**config.mk**
```make
export PLATFORM = sky130hd
export DESIGN_NAME = uart_tx_drain_flat
export DESIGN_NICKNAME = d
export VERILOG_FILES = /design/src/rtl/uart_tx_drain_pkg.sv /design/src/rtl/uart_tx_drain_if.sv /design/src/rtl/uart_tx_drain_baud_gen.sv /design/src/rtl/uart_tx_drain.sv /design/src/flat_wrapper.sv
export SDC_FILE = /design/constraint.sdc
export NUM_CORES = 1
export LEC_CHECK = 0
export ABC_AREA = 1
export BUFFER_PORTS_ARGS = -buffer_cell sky130_fd_sc_hd__buf_2
export CAP_MARGIN = 20
export CORE_MARGIN = 2
export CORE_UTILIZATION = 45
export DETAILED_ROUTE_END_ITERATION = 7
export PLACE_DENSITY = 0.6
export SLEW_MARGIN = 20
export SYNTH_ARGS = -nofsm -noshare
export SYNTH_HDL_FRONTEND = slang
export SYNTH_SLANG_ARGS = --single-unit
```
**constraint.sdc**
```tcl
create_clock -name clk_i -period 3.3 [get_ports clk_i]
set_input_delay 0.99 -clock clk_i [delete_from_list [all_inputs] [get_ports clk_i]]
set_output_delay 0.99 -clock clk_i [all_outputs]
set_load 0.005 [all_outputs]
```
**src/rtl/uart_tx_drain_pkg.sv**
```systemverilog
// Shared constants for the UART transmit drain: FSM state encodings and the
// divisor value the baud generator holds before its first frame.
package uart_tx_drain_pkg;

  localparam int DEFAULT_DIV = 16;

  localparam logic [2:0] ST_IDLE  = 3'd0;
  localparam logic [2:0] ST_FETCH = 3'd1;
  localparam logic [2:0] ST_LOAD  = 3'd2;
  localparam logic [2:0] ST_START = 3'd3;
  localparam logic [2:0] ST_DATA  = 3'd4;
  localparam logic [2:0] ST_STOP  = 3'd5;

endpackage

```
**src/rtl/uart_tx_drain_if.sv**
```systemverilog
// Read side of the UART byte FIFO as seen by the transmit drain.
// Handshake: re_o pops one byte at the clock edge where it is high; rdata_i
// holds that byte from the following cycle on; buffer_empty_i gates re_o.
interface uart_tx_drain_if #(
  parameter int DATA_WIDTH = 8
);
  import uart_tx_drain_pkg::*;

  logic                  re_o;
  logic                  buffer_empty_i;
  logic [DATA_WIDTH-1:0] rdata_i;

  modport master (
    output re_o,
    input  buffer_empty_i,
    input  rdata_i
  );

  modport slave (
    input  re_o,
    output buffer_empty_i,
    output rdata_i
  );

endinterface

```
**src/rtl/uart_tx_drain_baud_gen.sv**
```systemverilog
// Bit-period generator: latches the divisor on restart and ticks on the last
// clock of every bit period. tick_next_o predicts the tick one cycle early.
module uart_tx_drain_baud_gen
  import uart_tx_drain_pkg::*;
#(
  parameter int DIV_WIDTH = 16
) (
  input  logic                 clk_i,
  input  logic                 rst_i,
  input  logic                 restart_i,
  input  logic [DIV_WIDTH-1:0] div_i,
  output logic                 tick_o,
  output logic                 tick_next_o
);

  logic [DIV_WIDTH-1:0] div_q, div_d;
  logic [DIV_WIDTH-1:0] cnt_q, cnt_d;

  assign tick_o = (cnt_q == div_q - DIV_WIDTH'(1));

  always_comb begin
    div_d = div_q;
    cnt_d = cnt_q;
    if (restart_i) begin
      // A zero divisor would never tick; treat it as one clock per bit.
      div_d = (div_i == '0) ? DIV_WIDTH'(1) : div_i;
      cnt_d = '0;
    end else if (tick_o) begin
      cnt_d = '0;
    end else begin
      cnt_d = cnt_q + DIV_WIDTH'(1);
    end
    tick_next_o = (cnt_d == div_d - DIV_WIDTH'(1));
  end

  always_ff @(posedge clk_i or posedge rst_i) begin
    if (rst_i) begin
      div_q <= DIV_WIDTH'(DEFAULT_DIV);
      cnt_q <= '0;
    end else begin
      div_q <= div_d;
      cnt_q <= cnt_d;
    end
  end

endmodule

```
**src/rtl/uart_tx_drain.sv**
```systemverilog
// UART transmit engine draining the byte FIFO: one pop per frame, 8N1/8N2
// framing LSB first, every output registered from next-state values.
module uart_tx_drain
  import uart_tx_drain_pkg::*;
#(
  parameter int DATA_WIDTH = 8,
  parameter int DIV_WIDTH  = 16
) (
  input  logic                 clk_i,
  input  logic                 rst_i,
  input  logic                 tx_en_i,
  input  logic [DIV_WIDTH-1:0] clks_per_bit_i,
  input  logic                 two_stop_i,
  uart_tx_drain_if.master      fifo,
  output logic                 tx_o,
  output logic                 busy_o,
  output logic                 done_o,
  output logic [2:0]           state_o
);

  localparam int BIT_W = $clog2(DATA_WIDTH);
  localparam logic [BIT_W-1:0] LAST_BIT = BIT_W'(DATA_WIDTH - 1);

  logic [2:0]            state_q, state_d;
  logic [DATA_WIDTH-1:0] shift_q, shift_d;
  logic [BIT_W-1:0]      bit_cnt_q, bit_cnt_d;
  logic                  stop_cnt_q, stop_cnt_d;
  logic                  two_stop_q, two_stop_d;
  logic                  tx_q, tx_d;
  logic                  re_q, re_d;
  logic                  busy_q, busy_d;
  logic                  done_q, done_d;
  logic                  tick, tick_next, frame_ready;

  assign frame_ready = tx_en_i & ~fifo.buffer_empty_i;

  uart_tx_drain_baud_gen #(.DIV_WIDTH(DIV_WIDTH)) u_baud (
    .clk_i       (clk_i),
    .rst_i       (rst_i),
    .restart_i   (state_q == ST_LOAD),
    .div_i       (clks_per_bit_i),
    .tick_o      (tick),
    .tick_next_o (tick_next)
  );

  always_comb begin
    state_d    = state_q;
    shift_d    = shift_q;
    bit_cnt_d  = bit_cnt_q;
    stop_cnt_d = stop_cnt_q;
    two_stop_d = two_stop_q;
    case (state_q)
      ST_IDLE:  if (frame_ready) state_d = ST_FETCH;
      ST_FETCH: state_d = ST_LOAD;
      ST_LOAD: begin
        shift_d    = fifo.rdata_i;
        two_stop_d = two_stop_i;
        state_d    = ST_START;
      end
      ST_START: begin
        if (tick) begin
          state_d   = ST_DATA;
          bit_cnt_d = '0;
        end
      end
      ST_DATA: begin
        if (tick) begin
          shift_d = shift_q >> 1;
          if (bit_cnt_q == LAST_BIT) begin
            state_d    = ST_STOP;
            stop_cnt_d = 1'b0;
          end else begin
            bit_cnt_d = bit_cnt_q + BIT_W'(1);
          end
        end
      end
      ST_STOP: begin
        if (tick) begin
          if (stop_cnt_q == two_stop_q) state_d = frame_ready ? ST_FETCH : ST_IDLE;
          else                          stop_cnt_d = 1'b1;
        end
      end
      default: state_d = ST_IDLE;
    endcase

    // Outputs are computed for the state about to be entered so the
    // registered copies line up with the state they describe.
    tx_d = 1'b1;
    if (state_d == ST_START)     tx_d = 1'b0;
    else if (state_d == ST_DATA) tx_d = shift_d[0];
    re_d   = (state_d == ST_FETCH);
    busy_d = (state_d != ST_IDLE);
    done_d = (state_d == ST_STOP) && (stop_cnt_d == two_stop_d) && tick_next;
  end

  always_ff @(posedge clk_i or posedge rst_i) begin
    if (rst_i) begin
      state_q    <= ST_IDLE;
      shift_q    <= '0;
      bit_cnt_q  <= '0;
      stop_cnt_q <= 1'b0;
      two_stop_q <= 1'b0;
      tx_q       <= 1'b1;
      re_q       <= 1'b0;
      busy_q     <= 1'b0;
      done_q     <= 1'b0;
    end else begin
      state_q    <= state_d;
      shift_q    <= shift_d;
      bit_cnt_q  <= bit_cnt_d;
      stop_cnt_q <= stop_cnt_d;
      two_stop_q <= two_stop_d;
      tx_q       <= tx_d;
      re_q       <= re_d;
      busy_q     <= busy_d;
      done_q     <= done_d;
    end
  end

  assign fifo.re_o = re_q;
  assign tx_o      = tx_q;
  assign busy_o    = busy_q;
  assign done_o    = done_q;
  assign state_o   = state_q;

endmodule

```
**src/flat_wrapper.sv**
```systemverilog
// flat-port wrapper written by rule: the top's interface ports become plain ports
module uart_tx_drain_flat import uart_tx_drain_pkg::*;
#(
  parameter int DATA_WIDTH = 8,
  parameter int DIV_WIDTH  = 16
)
  (clk_i, rst_i, tx_en_i, clks_per_bit_i, two_stop_i, tx_o, busy_o, done_o, state_o, fifo_re_o, fifo_buffer_empty_i, fifo_rdata_i);
  uart_tx_drain_if #(.DATA_WIDTH(DATA_WIDTH)) fifo_i ();
  input  logic clk_i;
  input  logic rst_i;
  input  logic tx_en_i;
  input  logic [DIV_WIDTH-1:0] clks_per_bit_i;
  input  logic two_stop_i;
  output logic tx_o;
  output logic busy_o;
  output logic done_o;
  output logic [2:0] state_o;
  output wire logic [$bits(fifo_i.re_o)-1:0] fifo_re_o;
  input wire logic [$bits(fifo_i.buffer_empty_i)-1:0] fifo_buffer_empty_i;
  input wire logic [$bits(fifo_i.rdata_i)-1:0] fifo_rdata_i;
  assign fifo_re_o = fifo_i.re_o;
  assign fifo_i.buffer_empty_i = fifo_buffer_empty_i;
  assign fifo_i.rdata_i = fifo_rdata_i;
  uart_tx_drain #(.DATA_WIDTH(DATA_WIDTH), .DIV_WIDTH(DIV_WIDTH)) u_core (.clk_i(clk_i), .rst_i(rst_i), .tx_en_i(tx_en_i), .clks_per_bit_i(clks_per_bit_i), .two_stop_i(two_stop_i), .fifo(fifo_i), .tx_o(tx_o), .busy_o(busy_o), .done_o(done_o), .state_o(state_o));
endmodule
```
# Word level (Yosys, flattened, before mapping)

Cells that the tools add are included.

Register bits: 52
Output and inout port bits: 7
Word-level logic and storage cells: 70

$add $sub $neg: 4
Eq/ne operators: 17
Mux-type cells: 26
Bitwise logic cells: 2
Reductions and logical operators: 9

Operator list:

| operator              | number |
|---|---|
| $mux 16               | 4 |
| $eq 16x16->1          | 2 |
| $sub 16x1->16 const B | 2 |
| $mux 3                | 9 |
| $pmux 3 s6            | 1 |
| $add 16x1->16 const B | 1 |
| $logic_not 16->1      | 1 |
| $pmux 8 s2            | 1 |
| $eq 3x3->1 const B    | 5 |
| $eq 3x2->1 const B    | 3 |
| $mux 1                | 8 |
| $mux 8                | 1 |
| $eq 3x1->1 const B    | 2 |
| $pmux 3 s2            | 1 |
| $ne 2x1->1 const B    | 2 |
| $reduce_and 4->1      | 1 |
| $reduce_bool 2->1     | 2 |
| $add 3x1->3 const B   | 1 |
| $logic_not 3->1       | 1 |
| $reduce_bool 3->1     | 1 |
| $eq 1x1->1            | 2 |
| $logic_and 1x1->1     | 2 |
| $ne 2x2->1 const B    | 1 |
| $pmux 1 s2            | 1 |
| other kinds (3)       | 3 |

# Depth between registers and ports, before layout

Gate-level depths: netlist of the first run.

Depth in word-level cells: 9
Depth in mapped cells: 22

# By module

From an unflattened synthesis of the first run, not the netlist that was laid out.

Cells, all modules: 606
Area total of the unflattened synthesis: 3943.8 um2

Modules (own cells, without submodules):

| module                 | times used | cells an instance | area each (um2) |
|---|---|---|---|
| uart_tx_drain_baud_gen | 1          | 469               | 2891.5 |
| uart_tx_drain          | 1          | 137               | 1052.3 |

# Worst setup path before layout of the first run

No wires, ideal clock.

Kind: input -> register
Start point: in clks_per_bit_i[1]
End point: reg u_core.done_q, in the netlist u_core.done_o
Library setup time: 0.069 ns
Arrival: 2.562 ns
Required time: 3.231 ns
Setup slack: 0.669 ns
Stages: 19
Path buffers: 0
Cell sequence: nor2_1 nand2_1 nor2_1 nand2_1 nand2_1 nand2_1 ha_1 inv_1 nor2_2 nand2_1 nor2_4 nand2_1 xor2_1 nand2_1 a21oi_1 nand2_1 nor2_1 nand2_1 nor2_2

Word-level cells in the longest chain between the ends: 6

Ends and longest elaborated chain:

| item                  | RTL line                     | RTL |
|---|---|---|
| start, declared       | flat_wrapper.sv:12           | `input logic [DIV_WIDTH-1:0] clks_per_bit_i;` |
| $logic_not 16->1      | uart_tx_drain_baud_gen.sv:26 | `div_d = (div_i == '0) ? DIV_WIDTH'(1) : div_i;` |
| $mux 16 (*)           | uart_tx_drain_baud_gen.sv:26 |  |
| $mux 16 (*)           | uart_tx_drain_baud_gen.sv:24 | `if (restart_i) begin` |
| $sub 16x1->16 (*)     | uart_tx_drain_baud_gen.sv:33 | `tick_next_o = (cnt_d == div_d - DIV_WIDTH'(1));` |
| $eq 16x16->1 (*)      | uart_tx_drain_baud_gen.sv:33 |  |
| $logic_and 1x1->1 (*) | uart_tx_drain.sv:93          | `done_d = (state_d == ST_STOP) && (stop_cnt_d == two_stop_d) && tick_next;` |
| via u_core.done_d     | uart_tx_drain.sv:32          | `logic done_q, done_d;` |
| end signal, assigned  | uart_tx_drain.sv:116         | `done_q <= done_d;` |
| end, declared         | uart_tx_drain.sv:32          |  |

The timed path passes the listed nets; every way through them passes the cells marked *.
A chain may end at the register's enable or synchronous reset.

# Worst setup path in the final report of the first run

Start point: reg u_core.u_baud.div_q[0]
End point: reg u_core.done_q, in the netlist u_core.done_o

Word-level cells in the longest chain between the ends: 7
Elaborated cells on any way between the ends: 18
Classes of those cells: 2 x add/sub; 4 x eq/ne; 10 x mux; 2 x reduce/logical

Ends and longest elaborated chain:

| item                               | RTL line                                                      | RTL |
|---|---|---|
| start, declared                    | uart_tx_drain_baud_gen.sv:16                                  | `logic [DIV_WIDTH-1:0] div_q, div_d;` |
| start signal, assigned             | uart_tx_drain_baud_gen.sv:38                                  | `div_q <= DIV_WIDTH'(DEFAULT_DIV);` |
| start signal, assigned             | uart_tx_drain_baud_gen.sv:41                                  | `div_q <= div_d;` |
| $sub 16x1->16 (*)                  | uart_tx_drain_baud_gen.sv:19                                  | `assign tick_o = (cnt_q == div_q - DIV_WIDTH'(1));` |
| $eq 16x16->1 (*)                   | uart_tx_drain_baud_gen.sv:19                                  |  |
| $mux 3, on equally long branches   | uart_tx_drain.sv:78, uart_tx_drain.sv:61, uart_tx_drain.sv:67 |  |
| $pmux 3 s6 (*)                     | uart_tx_drain.sv:52                                           | `case (state_q)` |
| via u_core.state_d[1]              | uart_tx_drain.sv:24                                           | `logic [2:0] state_q, state_d;` |
| $eq 3x3->1 (*)                     | uart_tx_drain.sv:93                                           |  |
| $logic_and 1x1->1 (*) (2 in a row) | uart_tx_drain.sv:93                                           |  |
| via u_core.done_d                  | uart_tx_drain.sv:32                                           |  |

Marked as above.

==> reports/metrics.yaml, run 1 <==
fin_crit_sh_pct: 89.7
post-place-ws_ps: 227
cts_root_buffer: "sky130_fd_sc_hd__clkbuf_8"
netlist_instances: 685
die_width_um: 102
synth_area_sq_mm: 0.00431
wl_per_cell_um: 13.3
seq_power_share_pct: 41.5
cp_slowest_cell: "sky130_fd_sc_hd__dfrtp_1"
dp_hpwl_um: 9360
clk_transition_reported_paths_ps: 100
start_kind: "flip-flop"
grt_pass1_vias: 4002
antenna-diode-count: 0
setup_ws_ps: 341
cts_inserted_buffers: 5
timing.critical_path.max_delay_family: "simple AND/OR/NAND/NOR gates"
finalSetupViolCount: 0
drt_iter0_drc: 195
power.density_cell_area_mw_per_mm2: 389
synth_commonest_cells: "sky130_fd_sc_hd__nand2_1, sky130_fd_sc_hd__inv_1, sky130_fd_sc_hd__nor2_1, sky130_fd_sc_hd__nand3_1, sky130_fd_sc_hd__dfrtp_1"
crit_path_end_kind: "flip-flop"
post-route-drc-count: 0
power.share.combinational_pct: 32.5
slew_viols_final: 0
synth-main-ff-cell: "sky130_fd_sc_hd__dfrtp_1"
worstPathMaxFanout: 11
wl_um: 11400
drt-vias-per-instance: 4.94
synth_enable_flop_cells: 0
antenna_found_initial: 0
leak_pwr_nw: 2.64
period_needed_ps: 2960
postSynthRegisterBits: 52
cts_buffer_depth: 2
skew_ps: 13.7
cp.buffers_inverters: 3
drv.max_cap_violation_count: 0
path_type_of_the_worst_min_delay_path: "flip-flop to flip-flop"
worstMarginPinSlew_ps: 732
irDropWorstVdd_mv: 0.202
finish.net_count: 759
detailedRoute.firstPassIterationCount: 4
synthesis.nets: 720
worstPathArrival_ps: 3210
critical_path.max_stage_delay_ps: 450
tritoncts: "yes"
core_area_sq_mm: 0.00928
share_of_synthesized_area_occupied_by_flip_flops_and_latches_pct: 30.2
unrepaired_setup_endpoints_after_global_routing: "no"
grt_max_degree: 34
async_flop_share_pct: 100
slew-limit-headroom_pct: 51.1
initial_standard_cell_utilization_of_the_core_pct: 46.4
worst_ep_required_time_ps: 3550
run_status: "finished clean"
drive_gt1_share_pct: 15.0
synthXorXnorAreaFrac_pct: 4.88
tns_ps: 0
hold-worst-slack_ps: 496
synth-warning-count: 0
clock_insertion_delay_worst_skew_ps: 310
synth_mux_area_share_pct: 0.261
synth_fa_ha_area_share_pct: 1.74
total_count_of_hold_check_failures_in_the_final_report: 0
power.clock.fraction_pct: 26.0
power.switching_fraction_pct: 36.5
timing.reg2reg.setup_slack_ps: 340
drtAntennaViolNets: 0
cts.sink_count: 52
die-area_sq_mm: 0.0104
worstPathCellList: "inv_2 -> ha_1 -> nand2_1 -> nor2_1 -> nand3_1 -> nand2_1 -> nand2_1 -> inv_1 -> nand3_1 -> nor2_1 -> nand3_4 -> o21ai_2 -> o21ai_1 -> clkinv_1 -> nand2_1 -> nand3b_1 -> nor2_2"
globalRouteOverflowTotal: 0
grt_usage_pct: 23.5
via_count: 4215
post_cts.repair.setup_buffers: 0
flow.area_growth_from_synthesis_pct: 10.6
max_clock_freq_mhz: 338
synth_largest_type_area_fraction_pct: 29.0
placement.io_buffers: 35
grt_first_pass_wirelength_um: 19000
synth_largest_area_cell: "sky130_fd_sc_hd__dfrtp_1"
synth_top_family_by_area: "simple AND/OR/NAND/NOR gates"
row_count: 35
switching_power_mw: 0.677
avgSynthCellArea_sq_um: 6.29
netlist_top_cells_area: "sky130_fd_sc_hd__dfrtp_1, sky130_fd_sc_hd__nand2_1, sky130_fd_sc_hd__inv_1"
yosysUniqueCellTypes: 40
synth_simple_gate_area_share_pct: 44.8
ios: 36
criticalPathCategory: "flip-flop to flip-flop"
cts-htree-levels: 2
synth_most_common_cell: "sky130_fd_sc_hd__nand2_1"
die_h_um: 102
crit_top_cell: "sky130_fd_sc_hd__nand2_1"
fin_total_pwr_mw: 1.85
synth-compound-area-share_pct: 6.01
intPower_mw: 1.18
final_weighted_congestion_of_routability_driven_global_placement: 0.915
-- stage by stage --
step	utilization [%]	cell area, sq um	instances
2_1_floorplan	-	4310	685
5_1_grt	51.3	4770	854
3_5_place_dp	49.9	4630	846
3_3_place_gp	49.9	4630	846
4_1_cts	51.3	4760	854
6_report	51.3	4770	854
-- cells by family (layout without fill, tap and decap cells) --
group,after synthesis,after routing
simple gates,434,434
buf+inv,129,169
flops,52,52
compound gates,39,39
xor+xnor,24,24
fa+ha+maj,6,6
mux,1,1
-- cell usage in the layout (no fill, tap or decap), types with 9 or more instances in the layout --
master	count
sky130_fd_sc_hd__nand2_1	229
sky130_fd_sc_hd__inv_1	104
sky130_fd_sc_hd__nor2_1	87
sky130_fd_sc_hd__nand3_1	60
sky130_fd_sc_hd__dfrtp_1	50
sky130_fd_sc_hd__buf_2	35
sky130_fd_sc_hd__xor2_1	15
sky130_fd_sc_hd__inv_2	13
sky130_fd_sc_hd__nand4_1	13
sky130_fd_sc_hd__o21ai_1	10
sky130_fd_sc_hd__xnor2_1	9
sky130_fd_sc_hd__nand2_2	9
sky130_fd_sc_hd__nor2_2	9
-- power groups by stage --
| stage | Combinational [mW] | Sequential, mW | Clock, mW |
|---|---|---|---|
| CTS | 0.606 | 0.767 | 0.489 |
| global placement | 0.597 | 0.778 | 0 |
| global route | 0.705 | 0.778 | 0.513 |
| finish | 0.602 | 0.769 | 0.483 |
| detailed placement | 0.603 | 0.779 | 0 |
| floorplan | 0.483 | 0.752 | 0 |
-- registers in the layout, summed over array words and instances (netlist names) --
| name | count |
|---|---|
| u_core.bit_cnt_q | 3 |
| u_core.busy_o | 1 |
| u_core.done_o | 1 |
| u_core.fifo.re_o | 1 |
| u_core.shift_q | 8 |
| u_core.state_o | 3 |
| u_core.stop_cnt_q | 1 |
| u_core.two_stop_q | 1 |
| u_core.tx_o | 1 |
| u_core.u_baud.cnt_q | 16 |
| u_core.u_baud.div_q | 16 |
-- timing repair --
action,4_1_cts,5_1_grt
hold buffers,0,0
gates resized for setup,0,1
setup endpoints to repair,0,1
-- layer usage --
metal	global-route usage [%]	part of all wire, %	vias up
li1	-	-	2189
met1	30.6	46	1919
met2	41.8	49	89
met3	2.33	3.8	18
met4	5.85	1.3	0
met5	0	0	-
-- layout make-up --
cell class | instances | area [sq um]
Timing Repair Buffer | 43 | 235
Clock inverter | 1 | 30.0
Clock buffer | 7 | 96.3
Tap cell | 129 | 161
Sequential cell | 52 | 1300
Fill cell | 986 | 4520
Inverter | 118 | 443
Multi-Input combinational cell | 504 | 2500
-- tightest hold or removal path, stage by stage, from the launching register on --
cell,delay (ps)
sky130_fd_sc_hd__dfrtp_1,360
sky130_fd_sc_hd__nand2_1,50
sky130_fd_sc_hd__nand2_1,60
-- path summary, 6_finish.rpt --
| kind | from | end | cells past startpoint |
|---|---|---|---|
| max | u_core.u_baud.div_q[0]$_DFF_PP0_ | u_core.done_o$_DFF_PP0_ | 17 |
| min | u_core.shift_q[1]$_DFFE_PP0P_ | u_core.shift_q[1]$_DFFE_PP0P_ | 2 |
| max reg2reg | u_core.u_baud.div_q[0]$_DFF_PP0_ | u_core.done_o$_DFF_PP0_ | 17 |
| min reg2reg | u_core.shift_q[1]$_DFFE_PP0P_ | u_core.shift_q[1]$_DFFE_PP0P_ | 2 |
| max in group asynchronous | rst_i | u_core.u_baud.div_q[6]$_DFF_PP0_ | 3 |
| min in group asynchronous | rst_i | u_core.shift_q[7]$_DFFE_PP0P_ | 2 |
No activity file was read; power rests on OpenSTA's default activity.
==> inputs of run 2 (changes only) <==
--- a/config.mk
+++ b/config.mk
@@ -11,8 +11,10 @@
 export CORE_MARGIN = 2
 export CORE_UTILIZATION = 45
 export DETAILED_ROUTE_END_ITERATION = 7
+export HOLD_SLACK_MARGIN = 0.08
 export PLACE_DENSITY = 0.6
 export SLEW_MARGIN = 20
 export SYNTH_ARGS = -nofsm -noshare
 export SYNTH_HDL_FRONTEND = slang
+export SYNTH_HIERARCHICAL = 1
 export SYNTH_SLANG_ARGS = --single-unit
==> run 2 against run 1 <==
Net effect: final cell count fell by 11%; largest power group unchanged; register-to-register slack got worse by 50 ps; critical path depth rose by 5; synthesized cell count fell by 12%; clock skew rose by 0.91 ps.
==> reports/metrics.yaml, run 2 <==
run_status: "finished clean"
critical_path.max_stage_delay_ps: 240
drt-vias-per-instance: 5.15
hold_path_startpoint: "u_core/shift_q[1]$_DFFE_PP0P_"
cp_slowest_cell: "sky130_fd_sc_hd__xor2_1"
postSynthRegisterBits: 52
netlist_top_cells_area: "sky130_fd_sc_hd__dfrtp_1, sky130_fd_sc_hd__nand2_1, sky130_fd_sc_hd__inv_1"
cts_inserted_buffers: 5
timing.critical_path.max_delay_family: "simple AND/OR/NAND/NOR gates"
slew_viols_final: 0
unrepaired_setup_endpoints_after_global_routing: "yes"
clk_transition_reported_paths_ps: 100
core_area_sq_mm: 0.00859
synth_simple_gate_area_share_pct: 42.8
yosysUniqueCellTypes: 38
met1_usage_pct: 36.7
synth-warning-count: 6
post-route-drc-count: 0
gr-max-usage-layer: "met2"
layout.cells.most_common: "sky130_fd_sc_hd__nand2_1"
drtAntennaViolNets: 0
synth_largest_type_area_fraction_pct: 31.7
timing.reg2reg.setup_slack_ps: 290
start_kind: "primary input"
power.density_cell_area_mw_per_mm2: 389
avgSynthCellArea_sq_um: 6.51
cts_root_buffer: "sky130_fd_sc_hd__clkbuf_8"
max_clock_freq_mhz: 330
cts_buffer_depth: 2
drt_iter0_drc: 320
synth-compound-area-share_pct: 4.41
fin_crit_sh_pct: 91.9
drive_gt1_share_pct: 14.5
synth_enable_flop_cells: 0
synth-main-ff-cell: "sky130_fd_sc_hd__dfrtp_1"
drv.max_cap_violation_count: 0
final_weighted_congestion_of_routability_driven_global_placement: 1.01
worstPathArrival_ps: 3280
dp_hpwl_um: 9190
layout.cells.most_common_list: "sky130_fd_sc_hd__nand2_1, sky130_fd_sc_hd__inv_1, sky130_fd_sc_hd__nor2_1"
finalInstanceArea_sq_mm: 0.00444
min_to: "u_core/shift_q[1]$_DFFE_PP0P_"
grt_max_degree: 31
via_count: 3929
worst_ep_required_time_ps: 3540
wl_um: 11300
worstPathCellList: "buf_2 -> nor2_1 -> nand2_1 -> nor2_1 -> nand2_1 -> nand2_1 -> nand2_1 -> ha_1 -> nand2_1 -> nor2_4 -> nand3_1 -> xor2_1 -> nand2_1 -> nand2_1 -> nand2_1 -> nor2_1 -> nand3_1 -> nor2_1 -> inv_1 -> nor2_1 -> nand3_1 -> nor2_1"
cp.buffers_inverters: 2
grt_first_pass_wirelength_um: 18600
die_h_um: 97.6
finalSetupViolCount: 0
share_of_synthesized_area_occupied_by_flip_flops_and_latches_pct: 33.1
synth_mux_area_share_pct: 0
period_needed_ps: 3030
crit_path_end_kind: "flip-flop"
gr-usage-met2_pct: 37.0
worstPathMaxFanout: 3
setup_ws_ps: 268
cts.sink_count: 52
row_count: 34
top_regs: "u_core/u_baud/cnt_q (16), u_core/u_baud/div_q (16), u_core/shift_q (8)"
reg2reg_from: "u_core/state_o[2]$_DFF_PP0_"
synth_fa_ha_area_share_pct: 1.90
criticalPathCategory: "primary input to flip-flop"
synth_commonest_cells: "sky130_fd_sc_hd__nand2_1, sky130_fd_sc_hd__inv_1, sky130_fd_sc_hd__nor2_1, sky130_fd_sc_hd__nand3_1, sky130_fd_sc_hd__dfrtp_1"
cts-htree-levels: 2
post-place-ws_ps: -1.14
synthesis.nets: 641
r2r-end: "u_core/done_o$_DFF_PP0_"
tns_ps: 0
tritoncts: "yes"
detailedRoute.firstPassIterationCount: 6
synth_top_family_by_area: "simple AND/OR/NAND/NOR gates"
met3_layer_usage_reported_by_global_route_pct: 4.03
antenna_found_initial: 0
reg2regPathDepth: 20
die-area_sq_mm: 0.00953
detailed_place.area_sq_mm: 0.00428
placement.io_buffers: 35
path_type_of_the_worst_min_delay_path: "flip-flop to flip-flop"
leak_pwr_nw: 2.35
wl_per_cell_um: 14.8
fin_total_pwr_mw: 1.73
irDropWorstVdd_mv: 0.274
ios: 36
crit_top_cell: "sky130_fd_sc_hd__nand2_1"
total_count_of_hold_check_failures_in_the_final_report: 0
numPlacedInstances: 751
synth_largest_area_cell: "sky130_fd_sc_hd__dfrtp_1"
skew_ps: 14.6
initial_standard_cell_utilization_of_the_core_pct: 45.9
synthXorXnorAreaFrac_pct: 7.77
hold_path_depth: 2
die_width_um: 97.6
clock_insertion_delay_worst_skew_ps: 310
finish.net_count: 688
globalRouteOverflowTotal: 0
grt_usage_pct: 24.6
grt_pass1_vias: 3728
slew-limit-headroom_pct: 46.7
netlist_instances: 606
async_flop_share_pct: 100
synth_area_sq_mm: 0.00394
synth_most_common_cell: "sky130_fd_sc_hd__nand2_1"
flow.area_growth_from_synthesis_pct: 12.7
layoutNonFillerInstCount: 763
worstMarginPinSlew_ps: 798
==> run 2: changes by cell type in the layout (fill, tap and decap cells not counted), sizes merged, moves of 3 or more <==
cell,change
inv,-31
nand2,-29
nor2,-21
buf,+7
a32oi,-6
o21ai,-6
xor2,+6
nand3,-5
xnor2,+5
nand3b,+3
nand4,+3
==> run 2: final cells by class <==
type                       instances  area (sq um)
fill                             906          4150
multi-input combinational        456          2280
sequential                        52          1310
inverter                          88           343
timing repair buffer              50           292
tap                              108           135
clock buffer                       6          72.6
clock inverter                     2          12.5
antenna                            1          2.50
==> run 2: worst max path at each step <==
stage,cells after the start,endpoint,slack (ps),start
floorplan,24,u_core/done_o$_DFF_PP0_,480,u_core/state_o[2]$_DFF_PP0_
global placement,22,u_core/done_o$_DFF_PP0_,20,clks_per_bit_i[14]
detailed placement,22,u_core/done_o$_DFF_PP0_,-1,clks_per_bit_i[14]
CTS,22,u_core/done_o$_DFF_PP0_,170,u_core/state_o[0]$_DFF_PP0_
global route,23,u_core/done_o$_DFF_PP0_,-20,u_core/state_o[2]$_DFF_PP0_
finish,22,u_core/done_o$_DFF_PP0_,270,clks_per_bit_i[14]
==> run 2: power by group <==
part           switching (mW)  internal [mW]  leakage [nW]  total, mW
Clock                   0.212          0.149        0.0412      0.361
Combinational           0.358          0.215          1.68      0.573
Sequential             0.0974          0.696         0.626      0.794
Total                   0.667           1.06          2.35       1.73
==> run 2: routing by layer <==
metal  share of wire (%)  up-vias
met3                 6.6       12
li1                    -     1990
met1                  48     1797
met2                  44      130
met5                   0        -
met4                 1.7        0
==> run 2: worst register-to-register path: stages, from the launching register on <==
cell and delay, ps:
sky130_fd_sc_hd__dfrtp_2 450, sky130_fd_sc_hd__inv_1 150, sky130_fd_sc_hd__nand3_4 140, sky130_fd_sc_hd__clkinv_4 120, sky130_fd_sc_hd__buf_4 190, sky130_fd_sc_hd__o21ai_1 230, sky130_fd_sc_hd__nor2_1 210, sky130_fd_sc_hd__nand2_1 110
sky130_fd_sc_hd__nor2_4 140, sky130_fd_sc_hd__nand3_1 100, sky130_fd_sc_hd__xor2_1 180, sky130_fd_sc_hd__nand3b_1 170, sky130_fd_sc_hd__nand2_1 80, sky130_fd_sc_hd__nand2_1 80, sky130_fd_sc_hd__nor2_1 100, sky130_fd_sc_hd__nand3_1 80
sky130_fd_sc_hd__nor2_1 120, sky130_fd_sc_hd__inv_1 60, sky130_fd_sc_hd__nor2_1 100, sky130_fd_sc_hd__nand3_1 80, sky130_fd_sc_hd__nor2_1 80
==> run 2: metrics by stage <==
step / util [%] / hold WS, ps
floorplan: - / 452
global placement: 49.9 / 467
detailed placement: 49.9 / 472
CTS: 50.8 / 501
global route: 51.7 / 520
finish: 51.7 / 495
==> run 2: timing repair <==
| item | CTS | global route |
|---|---|---|
| setup endpoints to repair | 0 | 4 |
| buffers inserted | 0 | 3 |
| endpoints found under the hold margin | 0 | 0 |
| hold buffers | 0 | 0 |
| resized for setup | 0 | 14 |
==> run 2: kinds of logic (layout without fill, tap and decap cells) <==
kind of cell / after synthesis / in the layout
AND/OR/NAND/NOR: 386 / 386
buffers and inverters: 98 / 146
flip-flops: 52 / 52
XOR/XNOR: 35 / 35
AO/OA/AOI/OAI: 29 / 29
adder cells (fa/ha/maj): 6 / 6
other: 0 / 1
==> inputs of run 3 (changes only) <==
==> constraint.sdc (replaced) <==
create_clock -name clk_i -period 2.84 [get_ports clk_i]
set_input_delay 0.852 -clock clk_i [delete_from_list [all_inputs] [get_ports clk_i]]
set_output_delay 0.852 -clock clk_i [all_outputs]
set_load 0.005 [all_outputs]
==> run 3 against run 2 <==
Net effect: global-route usage rose by 1.0 points; critical path type is now flip-flop to flip-flop; critical path depth is the same; highest routed layer unchanged; via count rose by 9.8%; largest power group unchanged; the flow now finishes with violations (negative setup slack); sequential cell count unchanged.
==> reports/metrics.yaml, run 3 (synthesis results as in run 2) <==
run_status: "finished with violations"
failed_checks: "negative setup slack"
drv.max_cap_violation_count: 0
setup_ws_ps: -130
grt_pass1_vias: 4035
unrepaired_setup_endpoints_after_global_routing: "yes"
crit_path_end_kind: "flip-flop"
placement.io_buffers: 35
multiInputGateArea_sq_mm: 0.00247
hold-worst-slack_ps: 494
irDropWorstVdd_mv: 0.329
cts_root_buffer: "sky130_fd_sc_hd__clkbuf_8"
max_clock_freq_mhz: 337
clock_insertion_delay_worst_skew_ps: 310
fin_crit_sh_pct: 105
top_regs: "u_core/u_baud/cnt_q (16), u_core/u_baud/div_q (16), u_core/shift_q (8)"
total_count_of_hold_check_failures_in_the_final_report: 0
drtAntennaViolNets: 0
flow.area_growth_from_synthesis_pct: 32.8
drt_iter0_drc: 239
skew_ps: 8.70
slew-limit-headroom_pct: 46.5
grt_first_pass_wirelength_um: 19400
worstPathArrival_ps: 3230
cts-hold-fix-buffers: 0
tns_ps: -445
wl_per_cell_um: 15.3
drt-vias-per-instance: 5.20
final_weighted_congestion_of_routability_driven_global_placement: 0.987
clk_transition_reported_paths_ps: 100
grt_usage_pct: 25.6
layout.cells.most_common: "sky130_fd_sc_hd__nand2_1"
slew_viols_final: 0
post-route-drc-count: 0
worstMarginPinSlew_ps: 802
via_count: 4315
cts.sink_count: 52
row_count: 34
power.density_cell_area_mw_per_mm2: 415
antenna-diode-count: 0
layout.area.seq_sq_mm: 0.00130
worstPathMaxFanout: 8
finish.net_count: 756
detailedRoute.firstPassIterationCount: 4
ios: 36
antenna_found_initial: 0
leak_pwr_nw: 2.76
die_width_um: 97.6
filler_cells_inserted: 818
cts-htree-levels: 2
cts_inserted_buffers: 5
initial_standard_cell_utilization_of_the_core_pct: 45.9
period_needed_ps: 2970
tritoncts: "yes"
worst_ep_required_time_ps: 3100
cts_buffer_depth: 2
die-area_sq_mm: 0.00953
layout.cells.most_common_list: "sky130_fd_sc_hd__nand2_1, sky130_fd_sc_hd__inv_1, sky130_fd_sc_hd__buf_4"
drive_gt1_share_pct: 27.4
wl_um: 12700
dp_hpwl_um: 9380
start_kind: "flip-flop"
finalSetupViolCount: 7
criticalPathCategory: "flip-flop to flip-flop"
grt_max_degree: 33
globalRouteOverflowTotal: 0
path_type_of_the_worst_min_delay_path: "flip-flop to flip-flop"
core_area_sq_mm: 0.00859
die_h_um: 97.6
## run 3: cell count changes in the layout (fill, tap and decap cells not counted), sizes merged
| cell | change |
|---|---|
| clkinv | -1 |
| diode | -1 |
| inv | +1 |
| clkbuf | +1 |
| buf | +67 |
## run 3: layout make-up
type / instances / share of cell area (%)
Sequential cell: 52 / 24.9
Timing Repair Buffer: 118 / 17.3
Clock inverter: 2 / 0.311
Multi-Input combinational cell: 456 / 47.1
Clock buffer: 6 / 1.39
Inverter: 88 / 6.45
Tap cell: 108 / 2.58
## run 3: what timing repair did
action                                  4_1_cts  5_1_grt
cloned                                        0        1
pin swaps                                    10       27
setup buffers                                10       12
endpoints found under the setup margin       17       15
gates resized for setup                      15       57
## run 3: per-layer routing
layer / share of wire [%] / global-route usage [%] / wire length, um
met1: 46 / 35.9 / 5880
met2: 45 / 40.6 / 5700
met3: 6.2 / 3.96 / 785
met4: 2.3 / 8.55 / 291
met5: 0 / 0 / 0
## run 3: report_power, final
part | internal (mW) | switching, mW
Sequential | 0.809 | 0.113
Clock | 0.176 | 0.261
Combinational | 0.326 | 0.487
## run 3: critical path, stage by stage (launching register included)
cell and delay [ps]:
sky130_fd_sc_hd__dfrtp_1 390, sky130_fd_sc_hd__buf_4 140, sky130_fd_sc_hd__nor2_4 160, sky130_fd_sc_hd__buf_6 130, sky130_fd_sc_hd__nand2_4 50, sky130_fd_sc_hd__nor2_4 180
sky130_fd_sc_hd__buf_6 120, sky130_fd_sc_hd__nand3b_1 90, sky130_fd_sc_hd__nand2_2 120, sky130_fd_sc_hd__nand3_2 80, sky130_fd_sc_hd__nor2_2 160, sky130_fd_sc_hd__nand3_4 130
sky130_fd_sc_hd__clkbuf_16 200, sky130_fd_sc_hd__buf_4 130, sky130_fd_sc_hd__nand3_1 90, sky130_fd_sc_hd__nand4_1 100, sky130_fd_sc_hd__nor2_2 160, sky130_fd_sc_hd__nand2_1 80
sky130_fd_sc_hd__nor2_2 110, sky130_fd_sc_hd__inv_1 50, sky130_fd_sc_hd__nor2_1 80, sky130_fd_sc_hd__nand3_1 70, sky130_fd_sc_hd__nor2_1 100
## run 3: final timing paths
check	start	slack [ps]	cells after the start	endpoint
hold / removal	u_core/shift_q[4]$_DFFE_PP0P_	490	2	u_core/shift_q[4]$_DFFE_PP0P_
max in group asynchronous	rst_i	1660	2	u_core/bit_cnt_q[2]$_DFFE_PP0P_
setup / recovery	u_core/u_baud/div_q[1]$_DFF_PP0_	-130	22	u_core/done_o$_DFF_PP0_
min in group asynchronous	rst_i	620	3	u_core/u_baud/cnt_q[0]$_DFF_PP0_
setup reg to reg	u_core/u_baud/div_q[1]$_DFF_PP0_	-130	22	u_core/done_o$_DFF_PP0_
hold reg to reg	u_core/shift_q[4]$_DFFE_PP0P_	490	2	u_core/shift_q[4]$_DFFE_PP0P_
## run 3: through the flow
stage	instances	utilization, %	power (mW)	area [sq um]	setup WS, ps
final	830	60.9	2.17	5240	-130
after global routing	830	60.9	2.31	5240	-334
after CTS	817	57.1	2.11	4900	6.56
after detailed placement	799	54.3	1.64	4670	-332
after global placement	799	54.3	1.62	4670	-301
after floorplan	606	-	1.39	3940	22.9
